===== config.mk =====
export PLATFORM = sky130hd
export DESIGN_NAME = hit_detect
export DESIGN_NICKNAME = d
export VERILOG_FILES = /design/src/rtl/hit_detect.sv
export SDC_FILE = /design/constraint.sdc
export NUM_CORES = 1
export LEC_CHECK = 0
export CAP_MARGIN = 20
export CORE_UTILIZATION = 35
export DETAILED_ROUTE_END_ITERATION = 6
export SLEW_MARGIN = 5
export SYNTH_ARGS = -nofsm -noshare
export SYNTH_HDL_FRONTEND = slang
export SYNTH_SLANG_ARGS = --single-unit
export TNS_END_PERCENT = 100

===== constraint.sdc =====
create_clock -name clk -period 4.8 [get_ports clk]
set_clock_uncertainty 0.2 [all_clocks]
set_input_delay 0.48 -clock clk [delete_from_list [all_inputs] [get_ports clk]]
set_output_delay 0.48 -clock clk [all_outputs]
set_load 0.02 [all_outputs]

===== src/rtl/hit_detect.sv =====
// Per-frame sprite/projectile collision judge: latches overlap over the visible
// area, issues one-cycle damage/despawn pulses at vblank start, and tracks cooldowns.
module hit_detect #(
  parameter int unsigned INVULN_FRAMES = 30,
  parameter int unsigned CD_W          = 8
) (
  input  logic clk,
  input  logic rst,
  input  logic vblnk,
  input  logic hblnk,
  input  logic cat_px,
  input  logic dog_px,
  input  logic cat_proj_px,
  input  logic dog_proj_px,
  input  logic game_active,
  output logic hit_cat,
  output logic hit_dog,
  output logic cat_proj_clr,
  output logic dog_proj_clr,
  output logic cat_invuln,
  output logic dog_invuln
);

  localparam logic [CD_W-1:0] CD_LOAD = CD_W'(INVULN_FRAMES);
  localparam logic [CD_W-1:0] CD_ONE  = CD_W'(1);

  logic            vblnk_q,   vblnk_d;
  logic            ov_cat_q,  ov_cat_d;
  logic            ov_dog_q,  ov_dog_d;
  logic [CD_W-1:0] cd_cat_q,  cd_cat_d;
  logic [CD_W-1:0] cd_dog_q,  cd_dog_d;
  logic            hit_cat_q, hit_cat_d;
  logic            hit_dog_q, hit_dog_d;
  logic            cat_inv_q, cat_inv_d;
  logic            dog_inv_q, dog_inv_d;

  logic frame_edge;
  logic visible;

  // Overlap accumulation, once-per-frame hit judgement and cooldown update
  always_comb begin
    frame_edge = vblnk & ~vblnk_q;
    visible    = ~vblnk & ~hblnk;
    vblnk_d    = vblnk;
    ov_cat_d   = ov_cat_q;
    ov_dog_d   = ov_dog_q;
    cd_cat_d   = cd_cat_q;
    cd_dog_d   = cd_dog_q;
    hit_cat_d  = 1'b0;
    hit_dog_d  = 1'b0;

    if (frame_edge) begin
      ov_cat_d = 1'b0;
      ov_dog_d = 1'b0;

      if (ov_cat_q && (cd_cat_q == '0) && game_active) begin
        hit_cat_d = 1'b1;
        cd_cat_d  = CD_LOAD;
      end else if (cd_cat_q != '0) begin
        cd_cat_d  = cd_cat_q - CD_ONE;
      end

      if (ov_dog_q && (cd_dog_q == '0) && game_active) begin
        hit_dog_d = 1'b1;
        cd_dog_d  = CD_LOAD;
      end else if (cd_dog_q != '0) begin
        cd_dog_d  = cd_dog_q - CD_ONE;
      end
    end else if (visible) begin
      ov_cat_d = ov_cat_q | (cat_px & dog_proj_px);
      ov_dog_d = ov_dog_q | (dog_px & cat_proj_px);
    end

    // Invulnerability flag tracks the cooldown value being loaded this cycle
    cat_inv_d = (cd_cat_d != '0);
    dog_inv_d = (cd_dog_d != '0);
  end

  // vblnk_q resets high so a blanking level present at reset release is not an edge
  always_ff @(posedge clk or posedge rst) begin
    if (rst) begin
      vblnk_q   <= 1'b1;
      ov_cat_q  <= 1'b0;
      ov_dog_q  <= 1'b0;
      cd_cat_q  <= '0;
      cd_dog_q  <= '0;
      hit_cat_q <= 1'b0;
      hit_dog_q <= 1'b0;
      cat_inv_q <= 1'b0;
      dog_inv_q <= 1'b0;
    end else begin
      vblnk_q   <= vblnk_d;
      ov_cat_q  <= ov_cat_d;
      ov_dog_q  <= ov_dog_d;
      cd_cat_q  <= cd_cat_d;
      cd_dog_q  <= cd_dog_d;
      hit_cat_q <= hit_cat_d;
      hit_dog_q <= hit_dog_d;
      cat_inv_q <= cat_inv_d;
      dog_inv_q <= dog_inv_d;
    end
  end

  // A projectile that lands is despawned in the same cycle its victim is damaged
  assign hit_cat      = hit_cat_q;
  assign hit_dog      = hit_dog_q;
  assign dog_proj_clr = hit_cat_q;
  assign cat_proj_clr = hit_dog_q;
  assign cat_invuln   = cat_inv_q;
  assign dog_invuln   = dog_inv_q;

endmodule

Yosys cells after proc, flatten, opt, wreduce, memory -nomap -nowiden. Index checks and enable logic that the tools add are counted.

Flip-flop bits (word level): 23. Input port bits: 9. Word-level logic and storage cells: 45.

Add/subtract/negate cells: 2. Mux-type cells: 14. Bitwise operators: 9. Reductions and logical operators: 11.

Operator list (number): 2-to-1 mux 8 bit (6); nonzero test 8 bit (4); logical NOT 8 bit (2); subtractor 8 x 1 -> 8 bit, second input constant (2); 2-to-1 mux 1 bit (8); AND 1 bit (4); logical AND 1 bit (4); inverter 1 bit (3); bitwise OR 1 bit (2); nonzero test 2 bit (1).

Depth between registers and ports, before layout. Gate-level depths: netlist (run 1).

Depth after elaboration: 6. Mapped depth: 8.

Worst setup path before layout (run 1). Ideal clock, no wire load.

Kind: flip-flop to flip-flop. From: register cd_cat_q[0]. To: register cat_inv_q (netlist: cat_invuln). Library setup time: 139 ps. Arrival time: 2143 ps. Slack: 2318 ps. Stages on the path, launching flop included: 8. Buffers on the path: 0. Period minus slack after synthesis: 2482 ps. Cell sequence: dfrtp_1 -> inv_1 -> ha_1 -> nand2b_1 -> nor4b_1 -> mux2_2 -> a2111o_1 -> or4_1.

Cells in the longest elaborated chain, start to end: 6. Elaborated cells on any way between the ends: 9.

Ends and longest elaborated chain: from (decl) (RTL line 30) `logic [CD_W-1:0] cd_cat_q, cd_cat_d;`; from (signal assigned) (RTL line 95) `cd_cat_q <= cd_cat_d;`; branches (longest 3 deep; another with subtractor 8 x 1 -> 8 bit); 2-to-1 mux 8 bit * (RTL line 56) `if (ov_cat_q && (cd_cat_q == '0) && game_active) begin`; 2-to-1 mux 8 bit * (RTL line 52) `if (frame_edge) begin`; net cd_cat_d[6] (RTL line 30); nonzero test 8 bit * (RTL line 75) `cat_inv_d = (cd_cat_d != '0);`; net cat_inv_d (RTL line 34) `logic cat_inv_q, cat_inv_d;`; to (signal assigned) (RTL line 99) `cat_inv_q <= cat_inv_d;`; to (decl) (RTL line 34).

Mark *: on every way through the listed nets, which the timed path passes. A chain may end at the register's enable or synchronous reset.

Final worst setup path (run 1).
From: input port vblnk. To: register dog_inv_q (netlist: dog_invuln).

Cells in the longest elaborated chain, start to end: 3.

Ends and longest elaborated chain: from (decl) (RTL line 9) `input logic vblnk,`; AND 1 bit (RTL line 42) `frame_edge = vblnk & ~vblnk_q;`; 2-to-1 mux 8 bit (RTL line 52); net cd_dog_d[7] (RTL line 31) `logic [CD_W-1:0] cd_dog_q, cd_dog_d;`; nonzero test 8 bit (RTL line 76) `dog_inv_d = (cd_dog_d != '0);`; net dog_inv_d (RTL line 35) `logic dog_inv_q, dog_inv_d;`; to (signal assigned) (RTL line 100) `dog_inv_q <= dog_inv_d;`; to (decl) (RTL line 35).

The timed path passes the listed nets, and every way through them passes these cells.

==> out/results.tsv, run 1 <==
metric	value	unit
Initial Util	36.8	%
GRT Residual Overflow	0	
Worst-Margin Slew	0.934	ns
global-route wire length before repair	4840	µm
combinational power share	35.2	%
drt drc	0	
largest net degree at the start of global routing	24	
IR drop worst, VDD	0.142	mV
Syn Area/Cell	9.56	µm²
CTS Sinks	23	
Setup crit start kind	input pin	
Synth Cell Area	0.00137	mm²
Unique masters post-synth	48	
switching power	0.268	mW
Pwr Total	0.696	mW
Synthesis Warnings	0	
Via Count	1084	
Leakage	0.675	nW
crit end category	flop	
Layout Nets	170	
Post-synth ARST share	100	%
Post-synth top flop	dfrtp_1	
power per cell area	444	mW/mm²
DP Cell Count	200	
Post-synth EDFFs	0	
post-synthesis sequential area ratio	42.2	%
Floorplan Core Area	0.00372	mm²
Worst-path clk slew	0.09	ns
Routed wire per std cell	13.2	µm
Crit Path Max Fanout	15	
worst skew pair latency	0.26	ns
post_cts resized	0	
fmax	335	MHz
maxcap violations	0	
hold violation count in the final report	0	
Sequential Power Share	47.2	%
class of the worst hold path	flop to flop	
Relative slew margins	37.6	%
depth of the CTS H-tree	1	
DRT Pass-1 Iters	4	
Arrival @ worst endpoint	2.92	ns
DRT Wirelength	2700	µm
drt first-iter violations	47	
Post-CTS Hold Buffers	0	
Setup WS pre-CTS	1.55	ns
status	finished clean	
Post-CTS Setup Bufs	0	
Setup Total Neg Slack	0	ns
final core utilization	42.2	%
period utilisation layout	62.2	%
Setup Viol. Count Final	0	
global-route usage over all layers	14.8	%
hpwl dp	2000	µm
clock buffer depth	2	
Crit path required time	4.74	ns
antenna viol nets, final	0	
number of CTS-inserted buffers	3	
Ant. Diodes	0	
slack of the critical path	1.82	ns
layout cells sized above 1	10.9	%
die width	64.5	µm
synthesized flop and latch total	23	
initial antenna violation count	0	
Final Critical Period	2.98	ns
routed vias/inst	5.31	
vias in the first global route	1041	
internal power	0.428	mW
Sw Ratio	38.6	%
fin cells	204	
clock share of power	17.5	%
CTS tree	yes	
# rows	22	
I/O pin count	15	
syn_nets	156	
Die H	64.5	µm
Clk Tree Root Cell	clkbuf_8	
Max Slew Vio Count	0	
Port Buffers	14	
unrepaired setup endpoints after global routing	no	
Synth Instances	143	
die area	0.00416	mm²
GPL Wtd Cong	0.788	
Area Overhead vs Synth	14.7	%
Critical Setup Path Class	input pin to flop	
[cells by family after synthesis]
kind of cell	share of synthesized area, %
simple gates	26.5
compound gates	14.4
flops	42.2
buf+inv	6.49
mux	5.49
fa+ha+maj	3.66
xor+xnor	1.28
[metrics by stage]
step | hold slack [ns] | instance area (µm²)
6_report | 0.320 | 1570
5_1_grt | 0.343 | 1570
4_1_cts | 0.320 | 1570
3_5_place_dp | 0.299 | 1520
3_3_place_gp | 0.294 | 1520
2_1_floorplan | 0.262 | 1370
[registers in the layout (all words and copies together) (netlist names)]
name and flops:
cat_invuln 1, cat_proj_clr 1, cd_cat_q 8, cd_dog_q 8
dog_invuln 1, dog_proj_clr 1, ov_cat_q 1, ov_dog_q 1
vblnk_q 1
[metal layers]
metal | share of wire (%) | vias up | global-route usage, %
li1 | - | 547 | -
met1 | 51 | 507 | 21.1
met2 | 45 | 28 | 23.2
met3 | 3.1 | 2 | 1.76
met4 | 0.45 | 0 | 5.00
met5 | 0 | - | 0
[cells in the mapped netlist (2+ instances only)]
cell type | n | area [µm²]
and2_1 | 2 | 12.5
mux2i_1 | 3 | 30.0
nor2_1 | 12 | 45.0
nor4_2 | 2 | 25.0
ha_1 | 4 | 50.1
a22o_1 | 2 | 17.5
or3_2 | 2 | 15.0
nor3b_1 | 2 | 15.0
nor3_1 | 3 | 15.0
buf_4 | 2 | 15.0
nand4b_1 | 3 | 26.3
a31oi_1 | 6 | 37.5
nand3_1 | 4 | 20.0
o21ai_0 | 9 | 45.0
nand2_1 | 13 | 48.8
or4_1 | 2 | 15.0
nand2b_1 | 3 | 18.8
a22oi_1 | 2 | 15.0
inv_1 | 12 | 45.0
dfrtp_1 | 22 | 551
mux2_2 | 4 | 45.0
nor2b_1 | 2 | 12.5
or3_1 | 2 | 12.5
[power groups by stage]
stage / combinational, mW / clock (mW) / sequential, mW
3_5_place_dp: 0.246 / 0 / 0.333
5_1_grt: 0.279 / 0.131 / 0.342
6_report: 0.245 / 0.122 / 0.329
3_3_place_gp: 0.239 / 0 / 0.328
2_1_floorplan: 0.194 / 0 / 0.314
4_1_cts: 0.247 / 0.127 / 0.329
[final cells by class]
class | instances | area (µm²)
Clock buffer | 4 | 45.0
Fill cell | 370 | 2150
Inverter | 12 | 45.0
Multi-Input combinational cell | 103 | 702
Sequential cell | 23 | 577
Tap cell | 48 | 60.1
Timing Repair Buffer | 14 | 140
[cell usage in the layout, fill, tap and decap left out, types with 2 or more instances in the layout]
| master | count |
|---|---|
| nor2_1 | 12 |
| nor2b_1 | 2 |
| nor3_1 | 3 |
| ha_1 | 4 |
| mux2_2 | 4 |
| or3_1 | 2 |
| or3_2 | 2 |
| nor3b_1 | 2 |
| dfrtp_1 | 22 |
| clkbuf_8 | 3 |
| nand2b_1 | 3 |
| o21ai_0 | 9 |
| and2_1 | 2 |
| inv_1 | 12 |
| mux2i_1 | 3 |
| a31oi_1 | 6 |
| a22o_1 | 2 |
| nand2_1 | 13 |
| nor4_2 | 2 |
| or4_1 | 2 |
| a22oi_1 | 2 |
| nand3_1 | 4 |
| nand4b_1 | 3 |
| clkdlybuf4s50_1 | 14 |
[path summary, 6_finish.rpt]
path | startpoint | to | slack [ns] | cells past startpoint
max in group asynchronous | rst | cd_dog_q[0] | 3.36 | 2
min in group asynchronous | rst | dog_proj_clr | 0.50 | 2
worst max-delay path | vblnk | dog_invuln | 1.82 | 6
worst max register to register | cd_cat_q[0] | cat_invuln | 2.07 | 7
worst min register to register | ov_dog_q | ov_dog_q | 0.32 | 2
worst min-delay path | ov_dog_q | ov_dog_q | 0.32 | 2
[worst max-delay path, cell delays in order]
cell             delay (ns)
clkdlybuf4s50_1        0.53
nor2b_1                0.77
and2_1                 0.26
nand3b_1               0.10
mux2_2                 0.29
or4_1                  0.49
No activity file was read; power rests on OpenSTA's default activity.
==> inputs of run 2 (changes only) <==
==> constraint.sdc (replaced) <==
create_clock -name clk -period 2.5 [get_ports clk]
set_clock_uncertainty 0.2 [all_clocks]
set_input_delay 0.25 -clock clk [delete_from_list [all_inputs] [get_ports clk]]
set_output_delay 0.25 -clock clk [all_outputs]
set_load 0.02 [all_outputs]
==> run 2 against run 1 <==
Critical path depth grew 1. Cell area grew 20%. Combinational power grew to 2.8 times the previous value. Register-to-register slack lost 2.0 ns. Routed wire length grew 22%. Worst hold slack lost 0.20 ns. Sequential cell count is the same. Clock power grew 96%. Global-route usage grew 2.2 points. Sequential share of layout area shrank 6.0 points. Clock-buffer cell count shrank 1. Power grew 130%. Critical endpoint is now cat_invuln.
==> out/results.tsv, run 2 (synthesis gave the netlist of run 1 again) <==
metric	value	unit	change
CP Cell Sequence	inv_2 > ha_2 > nor3b_4 > nor2_1 > mux2_4 > a2111o_1 > or4_1		was clkdlybuf4s50_1 > nor2b_1 > and2_1 > nand3b_1 > mux2_2 > or4_1
worst setup path endpoint	cat_invuln		was dog_invuln
power per cell area	841	mW/mm²	was 444 mW/mm²
Initial Util	36.8	%	unchanged
initial antenna violation count	0		unchanged
CP peak stage delay	0.46	ns	was 0.77 ns
unrepaired setup endpoints after global routing	yes		was no
DP Cell Count	227		was 200
period utilisation layout	98.6	%	
die area	0.00416	mm²	unchanged
RR Endpoint	cat_invuln		unchanged
Floorplan Core Area	0.00372	mm²	unchanged
Relative slew margins	71.4	%	was 37.6%
Die H	64.5	µm	unchanged
Area Overhead vs Synth	37.2	%	was 14.7%
slack of the critical path	0.0360	ns	was 1.82 ns
final core utilization	50.5	%	was 42.2%
internal power	0.967	mW	was 0.428 mW
Setup Viol. Count Final	0		unchanged
Sequential Power Share	40.8	%	was 47.2%
# rows	22		unchanged
Worst-Margin Slew	0.427	ns	was 0.934 ns
Post-CTS Hold Buffers	0		unchanged
filler cell count	354		was 370
drt drc	0		unchanged
routed vias/inst	5.30		was 5.31
Setup crit start kind	flop		was input pin
DRT Pass-1 Iters	4		unchanged
Routed wire per std cell	14.0	µm	was 13.2 µm
crit end category	flop		unchanged
area occupied by multi-input gates	774	µm²	was 702 µm²
CTS tree	yes		unchanged
IR drop worst, VDD	0.309	mV	was 0.142 mV
Critical Setup Path Class	flop to flop		was input pin to flop
die width	64.5	µm	unchanged
Port Buffers	14		unchanged
hpwl dp	2400	µm	was 2000 µm
depth of the CTS H-tree	1		unchanged
Final Critical Period	2.46	ns	
Sw Ratio	38.7	%	was 38.6%
hold violation count in the final report	0		unchanged
Setup WS pre-CTS	-0.183	ns	was 1.55 ns
DRT Wirelength	3290	µm	was 2700 µm
largest net degree at the start of global routing	24		unchanged
highest-count cells in the layout ignoring fill and taps	buf_4, dfrtp_1, clkdlybuf4s50_1, nand2_1, nor2_1		was dfrtp_1, clkdlybuf4s50_1, nand2_1, nor2_1, inv_1
maxcap violations	0		unchanged
combinational power share	44.1	%	was 35.2%
class of the worst hold path	input pin to asynchronous set/reset pin		was flop to flop
status	finished clean		unchanged
Pwr Total	1.58	mW	was 0.696 mW
Max Slew Vio Count	0		unchanged
leading cell type in the layout, fill and taps excluded	buf_4		was dfrtp_1
CP max stage cell	or4_1		was nor2b_1
clock buffer depth	2		unchanged
layout cells sized above 1	31.6	%	was 10.9%
flop2flop setup slack	0.04	ns	was 2.07 ns
Worst-path clk slew	0.09	ns	about the same
fmax	406	MHz	
post-route cell area	0.00188	mm²	was 0.00157 mm²
final hold slack	0.121	ns	was 0.320 ns
global-route wire length before repair	5500	µm	was 4840 µm
antenna viol nets, final	0		unchanged
switching power	0.612	mW	was 0.268 mW
GPL Wtd Cong	0.872		was 0.788
CP startpoint	cd_cat_q[0]		was vblnk
Clk Tree Root Cell	clkbuf_8		unchanged
CTS Sinks	23		unchanged
Arrival @ worst endpoint	2.41	ns	was 2.92 ns
Crit Path Max Fanout	6		was 15
clock share of power	15.1	%	was 17.5%
Crit path required time	2.44	ns	was 4.74 ns
Register Area	578	µm²	was 577 µm²
global-route usage over all layers	17.0	%	was 14.8%
I/O pin count	15		unchanged
GRT Residual Overflow	0		unchanged
vias in the first global route	1216		was 1,041
biggest regs	cd_cat_q x8, cd_dog_q x8		unchanged
drt first-iter violations	59		was 47
Leakage	0.848	nW	was 0.675 nW
worst reg2reg path depth	7		unchanged
placed cell areas	0.00173	mm²	was 0.00152 mm²
Setup Total Neg Slack	0	ns	unchanged
Crit Reg-Reg Startpoint	cd_cat_q[0]		unchanged
number of CTS-inserted buffers	3		unchanged
fin cells	235		was 204
Via Count	1245		was 1,084
Ant. Diodes	0		unchanged
Layout Nets	201		was 170
worst skew pair latency	0.27	ns	was 0.26 ns
[run 2: cell types whose count changed in the layout (fill, tap and decap cells not counted), moves of 2 or more]
cell / delta
buf_4: +31
ha_1: -2
inv_1: -2
inv_2: +2
[run 2: power by group through the flow]
stage,Sequential [mW],Clock (mW),Combinational (mW)
floorplan,0.602,0,0.372
global route,0.664,0.263,0.768
CTS,0.618,0.246,0.635
global placement,0.613,0,0.604
finish,0.644,0.239,0.696
detailed placement,0.622,0,0.629
[run 2: worst max-delay path, delay by kind of cell, from the launching register on]
family / cells / cell delay, ns
simple gates: 3 / 0.88
flops: 1 / 0.42
compound gates: 1 / 0.28
mux: 1 / 0.27
fa+ha+maj: 1 / 0.19
buf+inv: 1 / 0.11
[run 2: area by class of cell]
cell class	instances	share of cell area (%)
multi-input combinational	103	41.3
sequential	23	30.8
timing repair buffer	45	19.9
tap	48	3.20
inverter	12	2.40
clock buffer	3	2.20
clock inverter	1	0.267
[run 2: worst min-delay path by stage]
stage / endpoint / slack (ns)
6_report: cd_dog_q[1] / 0.12
5_1_grt: cd_cat_q[4] / 0.15
4_1_cts: cat_proj_clr / 0.14
3_5_place_dp: ov_dog_q / 0.30
3_3_place_gp: ov_dog_q / 0.29
2_1_floorplan: cat_invuln / 0.05
[run 2: repair_timing]
item	CTS	global route
pin swaps	0	3
endpoints found under the setup margin	2	2
setup buffers	0	4
resized for setup	2	14
[run 2: routing by layer]
metal	vias up	track usage (%)	part of all wire, %
li1	604	-	-
met3	6	2.29	3.7
met5	-	0	0
met2	32	29.3	48
met4	0	5.83	1.9
met1	603	21.8	47
